`src/rtl/matmul_seq_ctrl_pkg.sv`:
```
// Shared types for the matmul sequencer: controller state encoding and element-count helper.
package matmul_pkg;

  typedef enum logic [2:0] {
    LOAD_A,
    LOAD_B,
    START,
    WAIT,
    DRAIN
  } state_t;

  function automatic int calc_ne(input int matrix_size);
    return matrix_size * matrix_size;
  endfunction

endpackage

```
`src/rtl/matmul_seq_ctrl_if.sv`:
```
// Input element stream and output C stream of the matmul sequencer, bundled as valid/ready pairs.
interface matmul_seq_ctrl_if #(
  parameter int DATA_WIDTH = 32
);
  logic [DATA_WIDTH-1:0] in_din;
  logic                  in_valid;
  logic                  in_ready;
  logic [DATA_WIDTH-1:0] out_dout;
  logic                  out_valid;
  logic                  out_ready;

  // master: external producer of A/B and consumer of C; slave: the sequencer
  modport master (
    output in_din, in_valid, out_ready,
    input  in_ready, out_dout, out_valid
  );

  modport slave (
    input  in_din, in_valid, out_ready,
    output in_ready, out_dout, out_valid
  );
endinterface

```
`src/rtl/matmul_seq_ctrl_skid_fifo.sv`:
```
// Two-entry FIFO buffering BRAM C read data ahead of the output stream.
module matmul_skid_fifo #(
  parameter int DATA_WIDTH = 32
) (
  input  logic                  clk,
  input  logic                  srst,
  input  logic                  i_push,
  input  logic                  i_pop,
  input  logic [DATA_WIDTH-1:0] i_din,
  output logic [DATA_WIDTH-1:0] o_dout,
  output logic                  o_empty,
  output logic [1:0]            o_count
);
  logic [DATA_WIDTH-1:0] r_head;
  logic [DATA_WIDTH-1:0] r_tail;
  logic [1:0]            r_count;
  logic                  w_pop;
  logic                  w_push;

  assign w_pop  = i_pop && (r_count != 2'd0);
  assign w_push = i_push && ((r_count != 2'd2) || w_pop);

  always_ff @(posedge clk) begin
    if (srst) begin
      r_head  <= '0;
      r_tail  <= '0;
      r_count <= 2'd0;
    end else begin
      case ({w_push, w_pop})
        2'b10: begin
          if (r_count == 2'd0) r_head <= i_din;
          else                 r_tail <= i_din;
          r_count <= r_count + 2'd1;
        end
        2'b01: begin
          r_head  <= r_tail;
          r_count <= r_count - 2'd1;
        end
        2'b11: begin
          // head leaves while a new word arrives; it lands behind whatever remains
          if (r_count == 2'd1) begin
            r_head <= i_din;
          end else begin
            r_head <= r_tail;
            r_tail <= i_din;
          end
        end
        default: ;
      endcase
    end
  end

  assign o_dout  = r_head;
  assign o_empty = (r_count == 2'd0);
  assign o_count = r_count;
endmodule

```
`src/rtl/matmul_seq_ctrl.sv`:
```
// Loads A then B into BRAM, kicks the matmul core, then streams C back out.
// Optional MATMUL_SEQ_CTRL_PERF_EN adds a compute_cycles counter of WAIT cycles.
module matmul_seq_ctrl
  import matmul_pkg::*;
#(
  parameter int DATA_WIDTH  = 32,
  parameter int ADDR_WIDTH  = 10,
  parameter int MATRIX_SIZE = 8
) (
  input  logic                  clock,
  input  logic                  reset,
  matmul_seq_ctrl_if.slave      stream,
  output logic [DATA_WIDTH-1:0] a_wr_din,
  output logic [ADDR_WIDTH-1:0] a_wr_addr,
  output logic                  a_wr_en,
  output logic [DATA_WIDTH-1:0] b_wr_din,
  output logic [ADDR_WIDTH-1:0] b_wr_addr,
  output logic                  b_wr_en,
  output logic                  start,
  input  logic                  done,
  output logic [ADDR_WIDTH-1:0] c_rd_addr,
  input  logic [DATA_WIDTH-1:0] c_rd_dout,
  output logic                  busy
`ifdef MATMUL_SEQ_CTRL_PERF_EN
  ,
  output logic [31:0]           compute_cycles
`endif
);
  localparam int NE = calc_ne(MATRIX_SIZE);
  localparam int CW = $clog2(NE + 1);

  state_t          r_state, w_state_next;
  logic [CW-1:0]   r_cnt, w_cnt_next;
  logic [CW-1:0]   r_rd_cnt, w_rd_cnt_next;
  logic [CW-1:0]   r_out_cnt, w_out_cnt_next;
  logic            r_wait_armed, w_wait_armed_next;
  logic            r_inflight;
  logic            r_start;
  logic            r_busy;
  logic [ADDR_WIDTH-1:0] r_c_rd_addr;

  logic            w_loading;
  logic            w_accept;
  logic            w_last_in;
  logic            w_pop;
  logic            w_issue;
  logic [1:0]      w_credits;
  logic            w_fifo_empty;
  logic [1:0]      w_fifo_count;
  logic [DATA_WIDTH-1:0] w_fifo_head;

  assign w_loading       = (r_state == LOAD_A) || (r_state == LOAD_B);
  assign stream.in_ready = !reset && w_loading;
  assign w_accept        = stream.in_valid && stream.in_ready;
  assign w_last_in       = (r_cnt == CW'(NE - 1));

  assign a_wr_en   = w_accept && (r_state == LOAD_A);
  assign a_wr_addr = ADDR_WIDTH'(r_cnt);
  assign a_wr_din  = stream.in_din;
  assign b_wr_en   = w_accept && (r_state == LOAD_B);
  assign b_wr_addr = ADDR_WIDTH'(r_cnt);
  assign b_wr_din  = stream.in_din;

  // credits = words held + read in flight; a same-cycle pop frees one
  assign w_pop     = (r_state == DRAIN) && !w_fifo_empty && stream.out_ready;
  assign w_credits = w_fifo_count + {1'b0, r_inflight};
  assign w_issue   = (r_state == DRAIN) && (r_rd_cnt < CW'(NE))
                     && ((w_credits - {1'b0, w_pop}) < 2'd2);

  always_comb begin
    w_state_next      = r_state;
    w_cnt_next        = r_cnt;
    w_rd_cnt_next     = r_rd_cnt;
    w_out_cnt_next    = r_out_cnt;
    w_wait_armed_next = r_wait_armed;
    case (r_state)
      LOAD_A, LOAD_B: begin
        if (w_accept) begin
          if (w_last_in) begin
            w_cnt_next   = '0;
            w_state_next = (r_state == LOAD_A) ? LOAD_B : START;
          end else begin
            w_cnt_next = r_cnt + CW'(1);
          end
        end
      end
      START: begin
        w_state_next      = WAIT;
        w_wait_armed_next = 1'b0;
      end
      WAIT: begin
        // the first WAIT cycle may still see done from the previous run
        if (!r_wait_armed) begin
          w_wait_armed_next = 1'b1;
        end else if (done) begin
          w_state_next   = DRAIN;
          w_rd_cnt_next  = '0;
          w_out_cnt_next = '0;
        end
      end
      DRAIN: begin
        if (w_issue) w_rd_cnt_next = r_rd_cnt + CW'(1);
        if (w_pop) begin
          w_out_cnt_next = r_out_cnt + CW'(1);
          if (r_out_cnt == CW'(NE - 1)) begin
            w_state_next = LOAD_A;
            w_cnt_next   = '0;
          end
        end
      end
      default: w_state_next = LOAD_A;
    endcase
  end

  always_ff @(posedge clock) begin
    if (reset) begin
      r_state      <= LOAD_A;
      r_cnt        <= '0;
      r_rd_cnt     <= '0;
      r_out_cnt    <= '0;
      r_wait_armed <= 1'b0;
      r_inflight   <= 1'b0;
      r_start      <= 1'b0;
      r_busy       <= 1'b0;
      r_c_rd_addr  <= '0;
    end else begin
      r_state      <= w_state_next;
      r_cnt        <= w_cnt_next;
      r_rd_cnt     <= w_rd_cnt_next;
      r_out_cnt    <= w_out_cnt_next;
      r_wait_armed <= w_wait_armed_next;
      r_inflight   <= w_issue;
      r_start      <= (w_state_next == START);
      r_busy       <= !((w_state_next == LOAD_A) && (w_cnt_next == '0));
      // c_rd_addr always presents the read that would issue this cycle
      if (w_state_next == DRAIN) r_c_rd_addr <= ADDR_WIDTH'(w_rd_cnt_next);
    end
  end

  matmul_skid_fifo #(
    .DATA_WIDTH(DATA_WIDTH)
  ) u_skid_fifo (
    .clk     (clock),
    .srst    (reset),
    .i_push  (r_inflight),
    .i_pop   (w_pop),
    .i_din   (c_rd_dout),
    .o_dout  (w_fifo_head),
    .o_empty (w_fifo_empty),
    .o_count (w_fifo_count)
  );

  assign stream.out_valid = !w_fifo_empty;
  assign stream.out_dout  = w_fifo_head;
  assign start            = r_start;
  assign busy             = r_busy;
  assign c_rd_addr        = r_c_rd_addr;

`ifdef MATMUL_SEQ_CTRL_PERF_EN
  logic [31:0] r_compute_cycles;

  always_ff @(posedge clock) begin
    if (reset) begin
      r_compute_cycles <= '0;
    end else if (w_state_next == START) begin
      r_compute_cycles <= '0;
    end else if ((r_state == WAIT) && (r_compute_cycles != 32'hFFFF_FFFF)) begin
      r_compute_cycles <= r_compute_cycles + 32'd1;
    end
  end

  assign compute_cycles = r_compute_cycles;
`endif
endmodule

```
`src/flat_wrapper.sv`:
```
// flat-port wrapper written by rule: the top's interface ports become plain ports
module matmul_seq_ctrl_flat import matmul_pkg::*;
#(
  parameter int DATA_WIDTH  = 32,
  parameter int ADDR_WIDTH  = 10,
  parameter int MATRIX_SIZE = 8
)
  (clock, reset, a_wr_din, a_wr_addr, a_wr_en, b_wr_din, b_wr_addr, b_wr_en, start, done, c_rd_addr, c_rd_dout, busy, stream_in_din, stream_in_valid, stream_out_ready, stream_in_ready, stream_out_dout, stream_out_valid);
  matmul_seq_ctrl_if #(.DATA_WIDTH(DATA_WIDTH)) stream_i ();
  input  logic clock;
  input  logic reset;
  output logic [DATA_WIDTH-1:0] a_wr_din;
  output logic [ADDR_WIDTH-1:0] a_wr_addr;
  output logic a_wr_en;
  output logic [DATA_WIDTH-1:0] b_wr_din;
  output logic [ADDR_WIDTH-1:0] b_wr_addr;
  output logic b_wr_en;
  output logic start;
  input  logic done;
  output logic [ADDR_WIDTH-1:0] c_rd_addr;
  input  logic [DATA_WIDTH-1:0] c_rd_dout;
  output logic busy;
  input wire logic [$bits(stream_i.in_din)-1:0] stream_in_din;
  input wire logic [$bits(stream_i.in_valid)-1:0] stream_in_valid;
  input wire logic [$bits(stream_i.out_ready)-1:0] stream_out_ready;
  output wire logic [$bits(stream_i.in_ready)-1:0] stream_in_ready;
  output wire logic [$bits(stream_i.out_dout)-1:0] stream_out_dout;
  output wire logic [$bits(stream_i.out_valid)-1:0] stream_out_valid;
  assign stream_i.in_din = stream_in_din;
  assign stream_i.in_valid = stream_in_valid;
  assign stream_i.out_ready = stream_out_ready;
  assign stream_in_ready = stream_i.in_ready;
  assign stream_out_dout = stream_i.out_dout;
  assign stream_out_valid = stream_i.out_valid;
  matmul_seq_ctrl #(.DATA_WIDTH(DATA_WIDTH), .ADDR_WIDTH(ADDR_WIDTH), .MATRIX_SIZE(MATRIX_SIZE)) u_core (.clock(clock), .reset(reset), .stream(stream_i), .a_wr_din(a_wr_din), .a_wr_addr(a_wr_addr), .a_wr_en(a_wr_en), .b_wr_din(b_wr_din), .b_wr_addr(b_wr_addr), .b_wr_en(b_wr_en), .start(start), .done(done), .c_rd_addr(c_rd_addr), .c_rd_dout(c_rd_dout), .busy(busy));
endmodule
```
`config.mk`:
```
export PLATFORM = sky130hd
export DESIGN_NAME = matmul_seq_ctrl_flat
export DESIGN_NICKNAME = d
export VERILOG_FILES = /design/src/rtl/matmul_seq_ctrl_pkg.sv /design/src/rtl/matmul_seq_ctrl_if.sv /design/src/rtl/matmul_seq_ctrl_skid_fifo.sv /design/src/rtl/matmul_seq_ctrl.sv /design/src/flat_wrapper.sv
export SDC_FILE = /design/constraint.sdc
export NUM_CORES = 1
export LEC_CHECK = 0
export ABC_CLOCK_PERIOD_IN_PS = 3060
export BUFFER_PORTS_ARGS = -buffer_cell sky130_fd_sc_hd__buf_2
export CAP_MARGIN = 20
export CORE_MARGIN = 4
export CORE_UTILIZATION = 41
export DETAILED_ROUTE_END_ITERATION = 7
export PLACE_DENSITY = 0.69
export SLEW_MARGIN = 20
export SYNTH_ARGS = -nofsm -noshare
export SYNTH_HDL_FRONTEND = slang
export SYNTH_HIERARCHICAL = 1
export SYNTH_SLANG_ARGS = --single-unit
```
`constraint.sdc`:
```
create_clock -name clock -period 3.06 [get_ports clock]
set_input_delay 0.306 -clock clock [delete_from_list [all_inputs] [get_ports clock]]
set_output_delay 0.306 -clock clock [all_outputs]
set_load 0.005 [all_outputs]
```
# --- After elaboration in Yosys (flattened, before gate mapping) ---
# Index checks and enable logic that the tools add are counted.
totals:
  ff_bits: 101
  in_bits: 69
  out_inout_bits: 132
  wordCells: 99
classes:
  addsub: 7
  order_cmp: 2
  eq_ne: 19
  n_mux: 29
  reduce_logical: 30
op_table:
  columns: ["op", "n"]
  rows:
  - ["two-way mux 32 bit", 4]
  - ["case mux 32 bit (3 select lines)", 1]
  - ["two-way mux 7 bit", 10]
  - ["case mux 32 bit (2 select lines)", 1]
  - ["case mux 7 bit (2 select lines)", 3]
  - ["adder 7 x 1 -> 7 bit (second input constant)", 3]
  - ["two-way mux 3 bit", 6]
  - ["equality test 7 x 6 -> 1 bit (second input constant)", 2]
  - ["case mux 3 bit (4 select lines)", 1]
  - ["logical AND 1 bit", 11]
  - ["inequality test 2 bit (second input constant)", 5]
  - ["nonzero test 2 bit", 5]
  - ["equality test 3 x 2 -> 1 bit (second input constant)", 3]
  - ["zero test 7 bit", 1]
  - ["< comparator 7 bit (second input constant)", 1]
  - ["equality test 3 bit (second input constant)", 2]
  - ["zero test 3 bit", 2]
  - ["equality test 2 x 1 -> 1 bit (second input constant)", 2]
  - ["equality test 2 bit (second input constant)", 2]
  - ["inequality test 2 x 1 -> 1 bit (second input constant)", 2]
  - ["case mux 2 bit (2 select lines)", 1]
  - ["AND reduction 4 bit", 1]
  - ["equality test 3 x 1 -> 1 bit (second input constant)", 1]
  - ["zero test 1 bit", 3]
  - ["other kinds (13)", 14]

# --- Logic depth before layout (Yosys ltp) ---
# Gate-level depths: netlist of the first run.
logic_depth:
  depth_word: 10
  mapped_depth: 9
  mapped_depth_nobuf: 8

# --- Hierarchy ---
# The synthesis of the first run kept the hierarchy.
modules_own_cells:
  columns: ["module", "n_inst", "cells_per_inst", "area_each_um2", "seq_area_each_um2"]
  rows:
  - ["matmul_skid_fifo", 1, 304, 2678.8, 1321.3]
  - ["matmul_seq_ctrl", 1, 291, 2374.8, 700.7]

# --- Least setup slack after synthesis of the first run ---
# No wires, ideal clock.
synth_path:
  path_type: "reg2reg"
  startpoint: "reg u_core.u_skid_fifo.r_count[1] (netlist: u_core/u_skid_fifo/o_count[1])"
  endpoint: "reg u_core.r_c_rd_addr[3] (netlist: u_core/c_rd_addr[3])"
  setup_time_ns: 0.079
  arrival_ns: 2.320
  required_ns: 2.981
  path_slack_ns: 0.661
  path_stages_with_launch: 9
  n_path_buf: 0
  cell_sequence: "dfxtp_1 > inv_1 > ha_1 > nand2b_4 > mux2i_4 > xnor2_2 > or4b_1 > mux2_4 > a211oi_2"
synth_via:
  elab_chain_len: 9
  elab_cells_between_ends: 13
  cone_classes: "2 x add/sub; 1 x order compare; 1 x eq/ne; 4 x mux; 5 x reduce/logical"
synth_lines:
  columns: ["element", "line_no", "rtl"]
  rows:
  - ["start: declaration", "matmul_seq_ctrl_skid_fifo.sv:16", "logic [1:0] r_count;"]
  - ["start signal: assignment", "matmul_seq_ctrl_skid_fifo.sv:33", "r_count <= r_count + 2'd1;"]
  - ["start signal: assignment", "matmul_seq_ctrl_skid_fifo.sv:37", "r_count <= r_count - 2'd1;"]
  - ["zero test 2 bit (*)", "matmul_seq_ctrl_skid_fifo.sv:54", "assign o_empty = (r_count == 2'd0);"]
  - ["via u_core.w_fifo_empty", "matmul_seq_ctrl.sv:48", "logic w_fifo_empty;"]
  - ["zero test 1 bit (*)", "matmul_seq_ctrl.sv:65", "assign w_pop = (r_state == DRAIN) && !w_fifo_empty && stream.out_ready;"]
  - ["logical AND 1 bit (*) (2 in a row)", "matmul_seq_ctrl.sv:65", null]
  - ["subtractor 2 x 1 -> 2 bit", "matmul_seq_ctrl.sv:68", "&& ((w_credits - {1'b0, w_pop}) < 2'd2);"]
  - ["< comparator 2 bit", "matmul_seq_ctrl.sv:68", null]
  - ["logical AND 1 bit", "matmul_seq_ctrl.sv:68", null]
  - ["two-way mux 7 bit", "matmul_seq_ctrl.sv:102", "if (w_issue) w_rd_cnt_next = r_rd_cnt + CW'(1);"]
  - ["case mux 7 bit (2 select lines)", "matmul_seq_ctrl.sv:76", "case (r_state)"]
  - ["end signal: assignment", "matmul_seq_ctrl.sv:136", "if (w_state_next == DRAIN) r_c_rd_addr <= ADDR_WIDTH'(w_rd_cnt_next);"]
  - ["end: declaration", "matmul_seq_ctrl.sv:40", "logic [ADDR_WIDTH-1:0] r_c_rd_addr;"]
# The timed path passes the listed nets; every way through them passes the cells marked *.
# A chain may end at the register's enable or synchronous reset.

# --- Final worst setup path of the first run ---
layout_path:
  startpoint: "reg u_core.r_state[2]"
  endpoint: "reg u_core.u_skid_fifo.r_head[10] (netlist: u_core/u_skid_fifo/o_dout[10])"
layout_via:
  elab_chain_len: 9
  elab_cells_between_ends: 13
  cone_classes: "5 x eq/ne; 1 x mux; 7 x reduce/logical"
layout_lines:
  columns: ["element", "line_no", "rtl"]
  rows:
  - ["start: declaration", "matmul_seq_ctrl.sv:32", "state_t r_state, w_state_next;"]
  - ["start signal: assignment", "matmul_seq_ctrl.sv:127", "r_state <= w_state_next;"]
  - ["equality test 3 bit (*)", "matmul_seq_ctrl.sv:65", null]
  - ["logical AND 1 bit (*) (2 in a row)", "matmul_seq_ctrl.sv:65", null]
  - ["via u_core.w_pop", "matmul_seq_ctrl.sv:45", "logic w_pop;"]
  - ["logical AND 1 bit (*)", "matmul_seq_ctrl_skid_fifo.sv:20", "assign w_pop = i_pop && (r_count != 2'd0);"]
  - ["logical OR 1 bit", "matmul_seq_ctrl_skid_fifo.sv:21", "assign w_push = i_push && ((r_count != 2'd2) || w_pop);"]
  - ["logical AND 1 bit", "matmul_seq_ctrl_skid_fifo.sv:21", null]
  - ["equality test 2 bit / equality test 2 x 1 -> 1 bit (equally long branches)", "matmul_seq_ctrl_skid_fifo.sv:29", "case ({w_push, w_pop})"]
  - ["inequality test 2 x 1 -> 1 bit (no line) / nonzero test 3 bit (equally long branches)", null, null]
  - ["AND reduction 2 bit (no line)", null, null]
  - ["end signal: assignment", "matmul_seq_ctrl_skid_fifo.sv:31", "if (r_count == 2'd0) r_head <= i_din;"]
  - ["end signal: assignment", "matmul_seq_ctrl_skid_fifo.sv:36", "r_head <= r_tail;"]
  - ["end signal: assignment", "matmul_seq_ctrl_skid_fifo.sv:42", "r_head <= i_din;"]
  - ["end: declaration", "matmul_seq_ctrl_skid_fifo.sv:14", "logic [DATA_WIDTH-1:0] r_head;"]
# Marks and branches as above.

==> impl_metrics.csv, run 1 <==
group,metric,value,unit
run_status,outcome,"finished clean",
yosys,ys_seq_elements,101,
worst_hold_path,min_path_type,"in -> reg",
floorplanning,initial_core_util,41.9,%
cts,cts_tree,"done",
floorplanning,core-area,0.0121,mm^2
yosys,synth_edf_count,0,
yosys,yosysSeqAreaShare,40.0,%
timing,max_slew.worst_pin.slew,1.06,ns
floorplanning,rows,40,
cts,clock-root-buffer,"clkbuf_16",
timing,finalHoldViolCount,0,
setup_path,crit_slowest_cell,"or3b_1",
global_routing,antenna_found_initial,1,
timing,setup_violations,0,
setup_path,arrival,2.80,ns
cts,post_cts_resized,0,
routing,wl_per_cell,14.0,um
cts,cts.clk_slew.worst_paths,0.07,ns
yosys,synth_area,0.00505,mm^2
yosys,syn_inst,595,
final_layout,drive_gt1_share,22.0,%
routing,vias,3901,
yosys,yosysWarnings,6,
setup_path,start_kind,"register",
placement,port_buffers,95,
final_layout,postLayoutCellArea,0.00539,mm^2
floorplanning,io_pins,201,
power,power,2530,uW
setup_path,reg2reg_from,"u_core/r_state[2]",
power,vdd_ir_drop_max,275,uV
setup_path,end_kind,"register",
placement,placedCellCount,759,
routing,first_pass_iters,5,
yosys,synthAdderAreaFrac,1.49,%
global_routing,grt_max_degree,103,
cts,cts_sinks,101,
timing,rsz0062_at_grt,"false",
job,maxCapViolations,0,
yosys,synthArstFlopShare,0,%
final_layout,final_cell_mix,"102 x nor2_1, 101 x dfxtp_1, 94 x buf_2",
cts,hold_buffers,0,
timing,period_share,83.8,%
cts,cts_buffers,9,
cts,post_cts_buffers,0,
placement,dpl_cell_area,0.00511,mm^2
yosys,synth-compound-area-share,10.7,%
timing,finClkSkew,0.0106,ns
yosys,synth_top_family_by_area,"simple AND/OR/NAND/NOR gates",
timing,holdWs,0.209,ns
cts,clock_path_buffers,2,
routing,finalWirelength,10.8,mm
final_layout,antenna_cells,0,
yosys,synthMuxAreaShare,9.33,%
yosys,netlist-cell-type-count,50,
global_routing,grt_pass1_wl,18.4,mm
setup_path,required,3.29,ns
setup_path,critical_path.startpoint,"u_core/r_state[2]",
setup_path,ff2ff_path_depth,7,
setup_path,cp_cell_sequence,"or3b_1, nor2_1, nand2b_1, o21ai_4, buf_12, nor2_1, a311oi_1",
cts,insertion_delay,0.34,ns
setup_path,r2r_end,"u_core/u_skid_fifo/o_dout[10]",
setup_path,r2r_slack,0.50,ns
yosys,synth_area_per_cell,8.49,um^2
timing,layout_min_cycle_time,2.56,ns
timing,slew_viol_final,0,
global_routing,globalRouteOverflowTotal,0,
timing,max_freq,390,MHz
routing,ant_nets,0,
global_routing,grt_usage,15.4,%
yosys,synth_xor_area_share,2.05,%
floorplanning,dieArea,0.0142,mm^2
final_layout,final_common_cell,"nor2_1",
timing,fin_tns_setup,0,ns
floorplanning,die_height,119,um
routing,drt_iter0_markers,214,
final_layout,area_growth,6.71,%
setup_path,worstSetupPathType,"reg -> reg",
setup_path,crit_top_cell,"nor2_1",
placement,gp_congestion,0.848,
power,powerDensity,470,mW/mm^2
placement,dpl.hpwl,7.35,mm
setup_path,timing.critical_path.to,"u_core/u_skid_fifo/o_dout[10]",
floorplanning,die_x,119,um
global_routing,grt_pass1_vias,3974,
final_layout,fin_nets,677,
routing,vias_per_cell,5.05,
yosys,yosys_most_used_dff,"dfxtp_1",
cts,htreeDepth,3,
timing,relSlewSlack,29.5,%
final_layout,instances_no_fill,773,
yosys,yosys.area_share.simple,21.0,%
power,p_leak,0.00238,uW
setup_path,crit_path_max_incr_delay,0.49,ns
routing,drc,0,
setup_path,path_max_fanout,43,
-- metal layers --
metal / global-route usage (%) / routed length [um] / vias to the layer above
li1: - / - / 1952
met1: 18.3 / 4790 / 1823
met2: 26.0 / 5190 / 96
met3: 3.51 / 665 / 28
met4: 7.46 / 161 / 2
met5: 0 / 7 / -
-- cells in the mapped netlist (all sizes together), types with 2 or more instances --
cell type | n | area (um^2)
nand3b | 2 | 15.0
or2 | 3 | 18.8
xnor2 | 7 | 68.8
nor2b | 4 | 25.0
a211oi | 9 | 72.6
dfxtp | 101 | 2020
xor2 | 4 | 35.0
nor2 | 102 | 383
nand2b | 5 | 38.8
nand2 | 86 | 323
o21ai | 5 | 36.3
a311oi | 33 | 289
and2 | 4 | 25.0
nand3 | 10 | 50.1
inv | 6 | 22.5
buf | 97 | 692
nor3 | 14 | 70.1
a21oi | 11 | 58.8
mux2i | 41 | 423
ha | 6 | 75.1
clkbuf | 16 | 60.1
mux2 | 4 | 48.8
nor4 | 4 | 31.3
o31ai | 4 | 30.0
nand4 | 3 | 18.8
-- kinds of logic after synthesis --
group	count (synthesis)
AOI/OAI and AO/OA	69
xor gates and xnor gates	11
adders and majority gates	6
buffers and inverters	119
DFF	101
muxes	45
other	1
and+or+nand+nor	243
-- worst min path at each step --
stage                                         end                         start  cells past startpoint
CTS                  u_core/u_skid_fifo/r_tail[1]                  c_rd_dout[1]                      3
global route         u_core/u_skid_fifo/r_tail[1]                  c_rd_dout[1]                      3
global placement              u_core/r_wait_armed           u_core/r_wait_armed                      2
detailed placement   u_core/u_skid_fifo/o_dout[9]  u_core/u_skid_fifo/r_tail[9]                      2
floorplan                     u_core/r_wait_armed           u_core/r_wait_armed                      2
finish              u_core/u_skid_fifo/r_tail[28]                 c_rd_dout[28]                      3
-- cell type report --
cell class	count	area [um^2]
clock buffer	9	225
fill	1165	6670
tap	168	210
sequential	101	2020
clock inverter	5	60.1
timing repair buffer	101	561
multi-input combinational	383	2290
inverter	6	22.5
-- state kept, by name, indices dropped and copies added (netlist names) --
| signal | cells |
|---|---|
| u_core/u_skid_fifo/o_dout | 32 |
| u_core/u_skid_fifo/r_tail | 32 |
| u_core/c_rd_addr | 7 |
| u_core/r_cnt | 7 |
| u_core/r_out_cnt | 7 |
| u_core/r_rd_cnt | 7 |
| u_core/r_state | 3 |
| u_core/u_skid_fifo/o_count | 2 |
| u_core/busy | 1 |
| u_core/r_inflight | 1 |
| u_core/r_wait_armed | 1 |
| u_core/start | 1 |
-- report_power, final --
part | internal (uW) | switching [uW]
sequential | 1320 | 3.64
clock | 630 | 498
combinational | 33.8 | 51.0
total | 1980 | 553
-- per-stage QoR --
stage	utilization (%)	setup WS (ns)
4_1_cts	44.7	0.491
3_3_place_gp	42.3	0.575
3_5_place_dp	42.3	0.503
2_1_floorplan	-	0.661
5_1_grt	44.7	0.260
6_report	44.7	0.496
-- worst max-delay path: cells and delay by family, from the launching register on --
family          cells  cell delay, ns
flops               1            0.48
buf+inv             1            0.29
compound gates      2            0.58
simple gates        4            1.08
Note: power is estimated with default switching activity, not from simulation.
==> run 2: changes to the inputs <==
- ABC_AREA: not set -> 1
- ABC_CLOCK_PERIOD_IN_PS: 3060 -> 2200
- PLACE_DENSITY: 0.69 -> 0.7
- clock period: 3.06 -> 2.2 ns (I/O delays scaled with it)
==> impl_metrics.csv, run 2 <==
group,metric,value,unit
run_status,outcome,"finished clean",
yosys,yosysSeqAreaShare,35.4,%
yosys,yosys_most_used_dff,"dfxtp_1",
routing,first_pass_iters,4,
yosys,synth_xor_area_share,0.460,%
yosys,yosys.area_share.simple,34.2,%
yosys,yosysWarnings,6,
power,vdd_ir_drop_max,419,uV
job,maxCapViolations,0,
timing,period_share,91.8,%
routing,drc,0,
yosys,syn_inst,882,
timing,layout_min_cycle_time,2.02,ns
placement,dpl.hpwl,8.33,mm
yosys,netlist-cell-type-count,34,
setup_path,required,2.48,ns
global_routing,grt_max_degree,51,
floorplanning,dieArea,0.0159,mm^2
timing,final.setup.worst_slack,0.180,ns
yosys,synth_area,0.00571,mm^2
setup_path,path_max_fanout,8,
placement,placedCellCount,1060,
cts,cts_tree,"done",
final_layout,fin_nets,970,
final_layout,final_cell_mix,"199 x nor2_1, 132 x nand2_1, 113 x inv_1",
global_routing,antenna_found_initial,0,
power,p_leak,0.00306,uW
yosys,synthAdderAreaFrac,1.31,%
floorplanning,initial_core_util,42.4,%
final_layout,area_growth,7.89,%
floorplanning,die_height,126,um
yosys,synth_top_family_by_area,"simple AND/OR/NAND/NOR gates",
placement,pre_cts_ws,0.133,ns
timing,finalHoldViolCount,0,
timing,setup_violations,0,
setup_path,end_kind,"register",
routing,vias_per_cell,4.65,
cts,insertion_delay,0.35,ns
setup_path,reg2reg_from,"u_core/u_skid_fifo/o_count[0]",
timing,slew_viol_final,0,
worst_hold_path,min_path_type,"in -> reg",
routing,vias,4994,
final_layout,drive_gt1_share,16.5,%
setup_path,start_kind,"register",
cts,htreeDepth,3,
global_routing,grt_pass1_wl,21.2,mm
cts,cts.clk_slew.worst_paths,0.06,ns
setup_path,ff2ff_path_depth,12,
power,powerDensity,581,mW/mm^2
final_layout,antenna_cells,0,
timing,max_freq,495,MHz
placement,gp_congestion,0.864,
floorplanning,core-area,0.0135,mm^2
yosys,post-synth-top-count-cell,"nor2_1",
routing,drt_iter0_markers,391,
yosys,ys_seq_elements,101,
final_layout,register_area,0.00202,mm^2
yosys,yosysTopAreaCell,"dfxtp_1",
yosys,synth_common_cells,"200 x nor2_1, 133 x nand2_1, 114 x inv_1",
timing,fin_tns_setup,0,ns
cts,hold_buffers,0,
yosys,synth_top_area_share,35.4,%
final_layout,multi_input_comb_area,0.00251,mm^2
worst_hold_path,hold_path.startpoint,"c_rd_dout[1]",
cts,clock-root-buffer,"clkbuf_16",
setup_path,r2r_end,"u_core/c_rd_addr[4]",
cts,cts_buffers,9,
global_routing,grt_pass1_vias,4516,
timing,finClkSkew,0.00779,ns
routing,wl_per_cell,11.8,um
final_layout,instances_no_fill,1075,
yosys,synth-compound-area-share,7.14,%
worst_hold_path,min_to,"u_core/u_skid_fifo/r_tail[1]",
yosys,synthMuxAreaShare,0,%
setup_path,worstSetupPathType,"reg -> reg",
cts,clock_path_buffers,2,
yosys,synth_area_leaders,"dfxtp_1 35%, nor2_1 13%, buf_4 11%, nand2_1 8.7%, nand3_1 8.6%",
final_layout,final_common_cell,"nor2_1",
yosys,synthArstFlopShare,0,%
cts,cts_sinks,101,
floorplanning,rows,42,
routing,finalWirelength,12.7,mm
placement,port_buffers,95,
routing,ant_nets,0,
setup_path,r2r_slack,0.18,ns
yosys,synth_edf_count,0,
global_routing,grt_usage,16.0,%
global_routing,globalRouteOverflowTotal,0,
yosys,synth_area_per_cell,6.47,um^2
floorplanning,io_pins,201,
worst_hold_path,min_path_cells,3,
cts,post_cts_buffers,0,
final_layout,fillers,1398,
setup_path,arrival,2.30,ns
floorplanning,die_x,126,um
## run 2: report_power, final
part	internal [uW]	switching, uW
Sequential	1830	7.37
Clock	880	701
Combinational	64.1	95.8
## run 2: how the worst max path moves through the flow
stage | startpoint | endpoint | slack, ns | cells after the start
finish | u_core/u_skid_fifo/o_count[0] | u_core/c_rd_addr[4] | 0.18 | 12
global route | u_core/u_skid_fifo/o_count[0] | u_core/c_rd_addr[2] | -0.01 | 13
CTS | u_core/u_skid_fifo/o_count[0] | u_core/c_rd_addr[2] | 0.12 | 13
detailed placement | u_core/u_skid_fifo/o_count[0] | u_core/c_rd_addr[2] | 0.13 | 13
global placement | u_core/u_skid_fifo/o_count[0] | u_core/c_rd_addr[0] | 0.19 | 13
floorplan | u_core/u_skid_fifo/o_count[1] | u_core/busy | 0.26 | 14
## run 2: per-layer routing
layer | global-route usage, % | wire (um)
met3 | 5.08 | 730
met4 | 4.10 | 163
met1 | 19.8 | 5790
met5 | 0 | 0
met2 | 27.0 | 5990
## run 2: timing repair
| item | in CTS | in global routing |
|---|---|---|
| endpoints found under the hold margin | 0 | 0 |
| endpoints found under the setup margin | 0 | 7 |
| gates resized for setup | 0 | 4 |
## run 2: area by class of cell
| type | instances | share of cell area (%) |
|---|---|---|
| clock buffer | 10 | 3.72 |
| clock inverter | 5 | 0.975 |
| inverter | 119 | 7.27 |
| multi-input combinational | 554 | 40.7 |
| sequential | 101 | 32.8 |
| tap | 176 | 3.57 |
| timing repair buffer | 110 | 11.0 |
## run 2: cells by family after synthesis
family                     after synthesis
other                                    1
DFF                                    101
AOI/OAI and AO/OA                       79
and+or+nand+nor                        457
buffers and inverters                  235
adders and majority gates                6
xor gates and xnor gates                 3
## run 2: stage by stage
step	area [um^2]	hold slack [ns]	util, %	total power, uW
CTS	6150	0.102	45.7	3630
global placement	5860	0.434	43.6	2040
detailed placement	5860	0.438	43.6	2040
floorplan	5740	0.289	-	2080
finish	6160	0.112	45.8	3580
global route	6160	0.116	45.8	3740
## run 2: worst max-delay path: stages, from the launching register on
cell and delay, ns:
dfxtp_1 0.37, inv_1 0.10, ha_1 0.22, buf_4 0.16, nor2_2 0.14, nand3_1 0.14, nand2_2 0.12, nand2_1 0.07
nand2_1 0.10, nand3_4 0.13, o21ai_0 0.20, nand2_1 0.09, a21oi_1 0.13
==> run 3: changes to the inputs <==
- CORE_ASPECT_RATIO: not set -> 0.6
==> impl_metrics.csv, run 3 (synthesis results as in run 2) <==
group,metric,value,unit
timing,max_freq,498,MHz
power,vdd_ir_drop_max,364,uV
floorplanning,io_pins,201,
setup_path,crit_top_cell,"nand2_1",
placement,gp_congestion,0.866,
cts,hold_buffers,0,
final_layout,area_growth,8.15,%
power,power.switching,853,uW
timing,layout_min_cycle_time,2.01,ns
final_layout,multi_input_comb_area,0.00250,mm^2
cts,clock-root-buffer,"clkbuf_16",
global_routing,grt_pass1_vias,4487,
power,swShare,24.0,%
routing,wl_met1,6.59,mm
placement,placedCellCount,1063,
final_layout,fillers,1417,
routing,first_pass_iters,4,
routing,wl_met2,5.41,mm
setup_path,arrival,2.23,ns
cts,clock_path_buffers,2,
setup_path,cp_cell_sequence,"inv_1, ha_1, buf_4, nor2_2, nand3_1, nand2_1, nand2_1, nand2_1, nand3_4, a21oi_4, nand2_1, nand2_1, a21oi_1",
cts,cts.clk_slew.worst_paths,0.08,ns
timing,rsz0062_at_grt,"false",
final_layout,instances_no_fill,1079,
floorplanning,rows,33,
global_routing,grt_max_degree,66,
global_routing,antenna_found_initial,0,
timing,finClkSkew,0.0104,ns
floorplanning,initial_core_util,41.9,%
cts,insertion_delay,0.35,ns
setup_path,end_kind,"register",
power,clock_power_share,43.6,%
timing,slew_viol_final,0,
placement,port_buffers,95,
global_routing,grt_usage,16.2,%
job,maxCapViolations,0,
routing,ant_nets,0,
power,seqPwrFrac,51.7,%
power,p_leak,0.00308,uW
routing,wl_per_cell,11.9,um
timing,finalHoldViolCount,0,
final_layout,final_cell_mix,"199 x nor2_1, 133 x nand2_1, 113 x inv_1",
setup_path,crit_slowest_cell,"dfxtp_1",
run_status,outcome,"finished clean",
worst_hold_path,min_path_type,"in -> reg",
power,intPower,2700,uW
routing,routed-wl-met3,761,um
routing,vias,5050,
final_layout,antenna_cells,0,
global_routing,globalRouteOverflowTotal,0,
setup_path,worstSetupPathType,"reg -> reg",
setup_path,path_max_fanout,8,
cts,post_cts_resized,0,
floorplanning,dieArea,0.0159,mm^2
routing,drt_iter0_markers,267,
routing,vias_per_cell,4.68,
power,powerDensity,575,mW/mm^2
power,combPwrFrac,4.7,%
placement,dpl.hpwl,8.78,mm
final_layout,fin_nets,974,
cts,cts_buffers,9,
timing,fin_tns_setup,0,ns
floorplanning,die_height,99.4,um
routing,finalWirelength,12.9,mm
cts,post_cts_buffers,0,
final_layout,final_common_cell,"nor2_1",
routing,drc,0,
setup_path,cp_top_family,"simple AND/OR/NAND/NOR gates",
setup_path,worstPathBufferInverterCount,2,
floorplanning,core-area,0.0136,mm^2
timing,period_share,91.4,%
global_routing,grt_pass1_wl,21.7,mm
setup_path,required,2.42,ns
setup_path,crit_path_max_incr_delay,0.33,ns
cts,cts_tree,"done",
routing,top_layer,"met4",
final_layout,register_area,0.00202,mm^2
floorplanning,die_x,160,um
timing,setup_violations,0,
final_layout,drive_gt1_share,16.8,%
cts,cts_sinks,101,
setup_path,start_kind,"register",
cts,htreeDepth,3,
[run 3: through the flow]
stage / power, uW / cell area [um^2] / setup slack (ns) / hold slack [ns] / util [%]
floorplan: 2080 / 5740 / 0.263 / 0.289 / -
global placement: 2050 / 5880 / 0.215 / 0.436 / 43.1
detailed placement: 2050 / 5880 / 0.134 / 0.439 / 43.1
CTS: 3600 / 6170 / 0.117 / 0.0954 / 45.3
global route: 3700 / 6180 / 0.00944 / 0.103 / 45.3
finish: 3550 / 6180 / 0.190 / 0.104 / 45.3
[run 3: area by class of cell]
type,instances,share of cell area [%]
repair buffers,114,11.2
clock buffers,9,3.65
inverters,119,7.25
flip-flops and latches,101,32.7
multi-input cells,554,40.5
clock inverters,7,1.05
well taps,175,3.55
[run 3: per-layer routing]
| layer | up-vias | GRT usage (%) |
|---|---|---|
| met5 | - | 0 |
| met1 | 2254 | 23.9 |
| li1 | 2668 | - |
| met3 | 8 | 4.02 |
| met2 | 120 | 23.8 |
| met4 | 0 | 3.77 |
[run 3: path summary, 6_finish.rpt]
check	depth (start not counted)	end	slack [ns]	from
max	13	u_core/c_rd_addr[4]	0.19	u_core/u_skid_fifo/o_count[0]
min	3	u_core/u_skid_fifo/r_tail[17]	0.10	c_rd_dout[17]
max reg2reg	13	u_core/c_rd_addr[4]	0.19	u_core/u_skid_fifo/o_count[0]
min reg2reg	2	u_core/r_out_cnt[4]	0.45	u_core/r_out_cnt[4]
[run 3: power by group through the flow]
| stage | clock network [uW] | registers (uW) | logic (uW) |
|---|---|---|---|
| 6_report | 1550 | 1840 | 165 |
| 5_1_grt | 1670 | 1840 | 189 |
| 4_1_cts | 1590 | 1840 | 166 |
| 3_5_place_dp | 0 | 1880 | 165 |
| 3_3_place_gp | 0 | 1880 | 165 |
| 2_1_floorplan | 0 | 1880 | 195 |
[run 3: tightest hold or removal path, stage by stage]
cell	delay, ns
buf_2	0.08
nor2_1	0.04
nor2_1	0.08
